==> config.mk <==
export PLATFORM = sky130hd
export DESIGN_NAME = i2s_transceiver_flat
export DESIGN_NICKNAME = d
export VERILOG_FILES = /design/src/rtl/i2s_transceiver_if.sv /design/src/rtl/i2s_transceiver.sv /design/src/flat_wrapper.sv
export SDC_FILE = /design/constraint.sdc
export NUM_CORES = 1
export LEC_CHECK = 0
export ABC_AREA = 1
export CAP_MARGIN = 5
export CELL_PAD_IN_SITES_DETAIL_PLACEMENT = 0
export CELL_PAD_IN_SITES_GLOBAL_PLACEMENT = 1
export CORE_UTILIZATION = 35
export DETAILED_ROUTE_END_ITERATION = 7
export GPL_TIMING_DRIVEN = 0
export PLACE_DENSITY = 0.75
export SETUP_SLACK_MARGIN = 0.1
export SKIP_LAST_GASP = 1
export SLEW_MARGIN = 5
export SYNTH_ARGS = -nofsm -noshare
export SYNTH_HDL_FRONTEND = slang
export SYNTH_SLANG_ARGS = --single-unit
==> constraint.sdc <==
create_clock -name sclk -period 6.65 [get_ports sclk]
set_input_delay 1.33 -clock sclk [delete_from_list [all_inputs] [get_ports sclk]]
set_output_delay 1.33 -clock sclk [all_outputs]
set_load 0.03 [all_outputs]
==> src/rtl/i2s_transceiver_if.sv <==
// I2S transceiver bus: sample registers on one side, codec pins on the other.
// The slave modport is the transceiver's view; the master modport is the environment's view.
interface i2s_transceiver_if #(
  parameter int AUDIO_DW = 32
);
  logic [31:0]         prescaler;
  logic [AUDIO_DW-1:0] tx_left_chan;
  logic [AUDIO_DW-1:0] tx_right_chan;
  logic                tx_lrclk;
  logic                tx_sdata;
  logic                rx_lrclk;
  logic                rx_sdata;
  logic [AUDIO_DW-1:0] rx_left_chan;
  logic [AUDIO_DW-1:0] rx_right_chan;

  modport master (
    output prescaler,
    output tx_left_chan,
    output tx_right_chan,
    output rx_lrclk,
    output rx_sdata,
    input  tx_lrclk,
    input  tx_sdata,
    input  rx_left_chan,
    input  rx_right_chan
  );

  modport slave (
    input  prescaler,
    input  tx_left_chan,
    input  tx_right_chan,
    input  rx_lrclk,
    input  rx_sdata,
    output tx_lrclk,
    output tx_sdata,
    output rx_left_chan,
    output rx_right_chan
  );
endinterface

==> src/rtl/i2s_transceiver.sv <==
// I2S master transmitter (updates on falling sclk) and slave receiver (samples on rising sclk).
// TX generates word select and serialises samples; RX follows rx_lrclk and rebuilds MSB-aligned words.
module i2s_transceiver #(
  parameter int AUDIO_DW = 32
) (
  input  logic             sclk,
  input  logic             rst,
  i2s_transceiver_if.slave bus
);
  localparam int                CW      = $clog2(AUDIO_DW + 1);
  localparam logic [31:0]       DW_W    = 32'(AUDIO_DW);
  localparam logic [CW-1:0]     DW_C    = CW'(AUDIO_DW);
  localparam logic [AUDIO_DW-1:0] MSB_MASK = {1'b1, {(AUDIO_DW-1){1'b0}}};

  logic [31:0]         half_len_s;
  logic [31:0]         pos_k_r;
  logic [31:0]         pos_k_next_s;
  logic [31:0]         slot_s;
  logic                wrap_s;
  logic [AUDIO_DW-1:0] tx_word_r;
  logic [AUDIO_DW-1:0] tx_mask_s;
  logic                tx_bit_s;
  logic                tx_lrclk_r;
  logic                tx_sdata_r;

  logic                ws_d_r;
  logic                ws_edge_s;
  logic [CW-1:0]       bit_cnt_r;
  logic [CW-1:0]       bit_cnt_next_s;
  logic [AUDIO_DW-1:0] shift_r;
  logic [AUDIO_DW-1:0] shift_fill_s;
  logic [AUDIO_DW-1:0] rx_left_r;
  logic [AUDIO_DW-1:0] rx_right_r;

  // TX next position and the bit slot that position will drive
  always_comb begin
    half_len_s   = 32'd2;
    pos_k_next_s = 32'd0;
    slot_s       = 32'd0;
    tx_mask_s    = {AUDIO_DW{1'b0}};
    tx_bit_s     = 1'b0;
    if (bus.prescaler < 32'd2) begin
      half_len_s = 32'd2;
    end else begin
      half_len_s = bus.prescaler;
    end
    // >= keeps the counter bounded if prescaler shrinks below the current position
    wrap_s = (pos_k_r >= (half_len_s - 32'd1));
    if (wrap_s) begin
      pos_k_next_s = 32'd0;
      slot_s       = half_len_s;
    end else begin
      pos_k_next_s = pos_k_r + 32'd1;
      slot_s       = pos_k_r + 32'd1;
    end
    // slot p at k=0 is the old word's trailing bit (the I2S one-bit delay)
    if ((slot_s >= 32'd1) && (slot_s <= DW_W)) begin
      tx_mask_s = MSB_MASK >> (slot_s - 32'd1);
      tx_bit_s  = |(tx_word_r & tx_mask_s);
    end else begin
      tx_mask_s = {AUDIO_DW{1'b0}};
      tx_bit_s  = 1'b0;
    end
  end

  // TX state: position counter, word select, serial bit, word register
  always_ff @(negedge sclk) begin
    if (rst) begin
      pos_k_r    <= 32'd0;
      tx_lrclk_r <= 1'b0;
      tx_sdata_r <= 1'b0;
      tx_word_r  <= bus.tx_left_chan;
    end else begin
      pos_k_r    <= pos_k_next_s;
      tx_sdata_r <= tx_bit_s;
      if (wrap_s) begin
        tx_lrclk_r <= ~tx_lrclk_r;
        tx_word_r  <= tx_lrclk_r ? bus.tx_left_chan : bus.tx_right_chan;
      end else begin
        tx_lrclk_r <= tx_lrclk_r;
        tx_word_r  <= tx_word_r;
      end
    end
  end

  // RX shift word including this edge's bit, and word-select transition detect
  always_comb begin
    shift_fill_s   = shift_r;
    bit_cnt_next_s = bit_cnt_r;
    if (bit_cnt_r < DW_C) begin
      shift_fill_s   = shift_r | (AUDIO_DW'(bus.rx_sdata) << (DW_C - CW'(1) - bit_cnt_r));
      bit_cnt_next_s = bit_cnt_r + CW'(1);
    end else begin
      shift_fill_s   = shift_r;
      bit_cnt_next_s = bit_cnt_r;
    end
    ws_edge_s = (bus.rx_lrclk != ws_d_r);
  end

  // RX state: shift word, bit counter, delayed word select, published words
  always_ff @(posedge sclk) begin
    if (rst) begin
      ws_d_r     <= 1'b0;
      bit_cnt_r  <= {CW{1'b0}};
      shift_r    <= {AUDIO_DW{1'b0}};
      rx_left_r  <= {AUDIO_DW{1'b0}};
      rx_right_r <= {AUDIO_DW{1'b0}};
    end else begin
      ws_d_r <= bus.rx_lrclk;
      if (ws_edge_s) begin
        if (ws_d_r) begin
          rx_right_r <= shift_fill_s;
          rx_left_r  <= rx_left_r;
        end else begin
          rx_left_r  <= shift_fill_s;
          rx_right_r <= rx_right_r;
        end
        shift_r   <= {AUDIO_DW{1'b0}};
        bit_cnt_r <= {CW{1'b0}};
      end else begin
        shift_r    <= shift_fill_s;
        bit_cnt_r  <= bit_cnt_next_s;
        rx_left_r  <= rx_left_r;
        rx_right_r <= rx_right_r;
      end
    end
  end

  assign bus.tx_lrclk      = tx_lrclk_r;
  assign bus.tx_sdata      = tx_sdata_r;
  assign bus.rx_left_chan  = rx_left_r;
  assign bus.rx_right_chan = rx_right_r;

endmodule

==> src/flat_wrapper.sv <==
// flat-port wrapper written by rule: the top's interface ports become plain ports
module i2s_transceiver_flat 
#(
  parameter int AUDIO_DW = 32
)
  (sclk, rst, bus_prescaler, bus_tx_left_chan, bus_tx_right_chan, bus_rx_lrclk, bus_rx_sdata, bus_tx_lrclk, bus_tx_sdata, bus_rx_left_chan, bus_rx_right_chan);
  i2s_transceiver_if #(.AUDIO_DW(AUDIO_DW)) bus_i ();
  input  logic sclk;
  input  logic rst;
  input wire logic [$bits(bus_i.prescaler)-1:0] bus_prescaler;
  input wire logic [$bits(bus_i.tx_left_chan)-1:0] bus_tx_left_chan;
  input wire logic [$bits(bus_i.tx_right_chan)-1:0] bus_tx_right_chan;
  input wire logic [$bits(bus_i.rx_lrclk)-1:0] bus_rx_lrclk;
  input wire logic [$bits(bus_i.rx_sdata)-1:0] bus_rx_sdata;
  output wire logic [$bits(bus_i.tx_lrclk)-1:0] bus_tx_lrclk;
  output wire logic [$bits(bus_i.tx_sdata)-1:0] bus_tx_sdata;
  output wire logic [$bits(bus_i.rx_left_chan)-1:0] bus_rx_left_chan;
  output wire logic [$bits(bus_i.rx_right_chan)-1:0] bus_rx_right_chan;
  assign bus_i.prescaler = bus_prescaler;
  assign bus_i.tx_left_chan = bus_tx_left_chan;
  assign bus_i.tx_right_chan = bus_tx_right_chan;
  assign bus_i.rx_lrclk = bus_rx_lrclk;
  assign bus_i.rx_sdata = bus_rx_sdata;
  assign bus_tx_lrclk = bus_i.tx_lrclk;
  assign bus_tx_sdata = bus_i.tx_sdata;
  assign bus_rx_left_chan = bus_i.rx_left_chan;
  assign bus_rx_right_chan = bus_i.rx_right_chan;
  i2s_transceiver #(.AUDIO_DW(AUDIO_DW)) u_core (.sclk(sclk), .rst(rst), .bus(bus_i));
endmodule
==> flow_summary_export.csv <==
group,metric,value,unit
outcome,outcome,"finished with violations",
outcome,violations,"negative setup slack",
yosys,yosys_most_used_dff,"dfxtp_1",
routing,final_antenna_net_count,0,
global_route,use_met2,41.6,%
yosys,synth_most_common_cell,"nand2_1",
sta,rsz0062_at_grt,"true",
yosys,async_reset_ff_share,0,%
floorplan,core,0.0288,mm²
global_route,overflow,0,
setup_path,worstPathBufferInverterCount,6,
yosys,synth_cells,1511,
yosys,synth_edf_count,32,
floorplan,die_h,173,µm
yosys,synth.area.mux_share,0,%
min_path,hp-class,"flip-flop to flip-flop",
setup_path,critical_path.top_delay_family,"simple AND/OR/NAND/NOR gates",
placement,io_buffers,165,
clock_tree,cts_inserted_buffers,17,
floorplan,dieArea,0.0300,mm²
clock_tree,h-tree-depth,4,
yosys,synth-simple-area-share,35.9,%
setup_path,start_kind,"input port",
routing,drt-wirelength-per-cell,15.8,µm
power_and_ir_drop,leakage,0.00728,µW
yosys,yosys.area.top_type_share,26.8,%
yosys,yosys_warnings,0,
floorplan,dieWidth,173,µm
clock_tree,root_buffer,"clkbuf_16",
yosys,syn-cell-area,0.0102,mm²
sta,hold_viol_final,0,
clock_tree,cts_tree,"built",
routing,wirelength,36.6,mm
setup_path,crit_path_end_kind,"flip-flop",
yosys,synth_seq_cells,169,
yosys,synth_common_cells,"nand2_1 (460), nor2_1 (200), inv_1 (184)",
sta,drv_slew,0,
job,maxCapViolations,0,
global_route,grt_pass1_wl,58.2,mm
cells_and_area,nets,2049,
floorplan,start_util,35.6,%
global_route,antenna_found_initial,0,
clock_tree,clk_latency,0.47,ns
setup_path,slowest_stage,"nor4_4",
placement,dpl.hpwl,25.8,mm
setup_path,cp_data_arrival_time,7.60,ns
setup_path,critPathMaxFanout,8,
clock_tree,clockBufferDepth,2,
yosys,yosys.area_share.adder,4.76,%
routing,drtIter0Drc,654,
yosys,synth_compound_area_share,9.54,%
sta,tightestPinTransition,0.790,ns
clock_tree,clock_sinks,169,
global_route,met1_usage,29.9,%
setup_path,crit_path_max_incr_delay,0.34,ns
cells_and_area,area.growth.synth_to_final,51.3,%
sta,layout_setup_ws,-3.88,ns
sta,setup_violations,66,
routing,post_drt_via_cell_ratio,4.85,
global_route,grt_max_degree,20,
floorplan,boundaryPins,166,
placement,place_ws,-5.70,ns
setup_path,required,3.72,ns
setup_path,worst-setup-path-type,"input port to flip-flop",
global_route,grtUsageMet3,4.77,%
yosys,synthTopCellsByArea,"dfxtp_1 (27%), nand2_1 (17%), edfxtp_1 (9.4%), nor2_1 (7.3%), inv_1 (6.7%)",
yosys,seq_area_frac_synth,36.2,%
sta,fin_setup_tns,-151.92,ns
sta,hold_slack,0.481,ns
yosys,synth_nets,1650,
yosys,synth.avg_cell_area,6.78,µm²
floorplan,rows,62,
routing,vias,11200,
sta,slew_headroom,47.2,%
placement,gp_congestion,0.911,
global_route,grt_pass1_vias,11200,
routing,route.detailed.drc,0,
yosys,synth_top_family_by_area,"simple AND/OR/NAND/NOR gates",
cells_and_area,final_layout_size_suffix_gt1_share,21.9,%
clock_tree,path_clk_slew,0.08,ns
power_and_ir_drop,p_per_area,178,mW/mm²
yosys,synth-xor-area-share,4.62,%
routing,drt-pass1-iter-count,5,
yosys,synth.distinct_cells,42,
global_route,grt_use_total,24.5,%
sta,finClkSkew,0.0268,ns
setup_path,cp_common_cell,"nand2_1",
power_and_ir_drop,irDropWorstVdd,0.000138,V
clock_tree,postCtsHoldBufs,0,
global_route,grt.busiest_layer,"met2",
yosys,synth_area_leader_cell,"dfxtp_1",
## worst paths after layout
path	depth (start not counted)	start	slack (ns)	endpoint
setup / recovery	47	bus_prescaler[16]	-3.88	u_core.bus.tx_sdata
hold / removal	2	u_core.shift_r[1]	0.48	u_core.shift_r[1]
setup reg to reg	34	u_core.pos_k_r[0]	2.40	u_core.bus.tx_sdata
hold reg to reg	2	u_core.shift_r[1]	0.48	u_core.shift_r[1]
## repair_timing
action                                 4_1_cts  5_1_grt
resized for setup                          353       43
setup buffers                              131       12
pin swaps                                   84       33
gates cloned                                 7        0
endpoints found under the hold margin        0        0
setup endpoints to repair                   66       66
## tightest hold or removal path, cell delays in order (launching register included)
cell and delay, ns:
dfxtp_1 0.32, a21oi_1 0.06, nor2_1 0.07
## cell type report
cell class / count / area [µm²]
Tap cell: 384 / 480
Multi-Input combinational cell: 1106 / 6650
Sequential cell: 169 / 3700
Timing Repair Buffer: 309 / 2870
Buffer: 46 / 225
Fill cell: 2758 / 13300
Clock inverter: 81 / 402
Inverter: 195 / 747
Antenna cell: 1 / 2.50
Clock buffer: 17 / 425
## where the power goes
part	total, µW	internal, µW	leakage, µW	switching [µW]
registers	1120	1090	0.00143	24.1
clock network	1160	555	0.000635	605
logic	484	205	0.00522	279
## cells by family after synthesis
family	after synthesis
DFF	169
xor gates and xnor gates	54
AOI/OAI and AO/OA	144
adders and majority gates	39
and+or+nand+nor	863
buffers and inverters	242
## cell usage in the layout (no fill, tap or decap), types with 43 or more instances in the layout
master | Yosys | routed
buf_4 | 0 | 111
clkdlybuf4s50_1 | 0 | 134
dfxtp_1 | 137 | 137
inv_1 | 184 | 246
nand2_1 | 460 | 405
nand2_2 | 7 | 46
nand3_1 | 87 | 59
nor2_1 | 200 | 152
nor2_4 | 4 | 43
o211ai_1 | 64 | 64
## metrics by stage
| step | area (µm²) | util (%) | total power (µW) | instances |
|---|---|---|---|---|
| after floorplan | 10400 | - | 1420 | 1511 |
| after global placement | 12500 | 43.4 | 1600 | 2060 |
| after detailed placement | 12500 | 43.4 | 1600 | 2060 |
| after CTS | 15200 | 53.0 | 2780 | 2295 |
| after global routing | 15500 | 53.8 | 2910 | 2307 |
| final | 15500 | 53.9 | 2760 | 2308 |
## metal layers
metal  vias up  wire (µm)
met4         0       1090
met2       321      17700
met1      5131      15900
li1       5653          -
met3        84       1910
met5         -          0
## registers in the layout, summed over array words and instances, names as in the netlist
register                  flops
u_core.bus.rx_left_chan      32
u_core.bus.rx_right_chan     32
u_core.pos_k_r               32
u_core.shift_r               32
u_core.tx_word_r             32
u_core.bit_cnt_r              6
u_core.bus.tx_lrclk           1
u_core.bus.tx_sdata           1
u_core.ws_d_r                 1
Note: power is estimated with default switching activity, not from simulation.
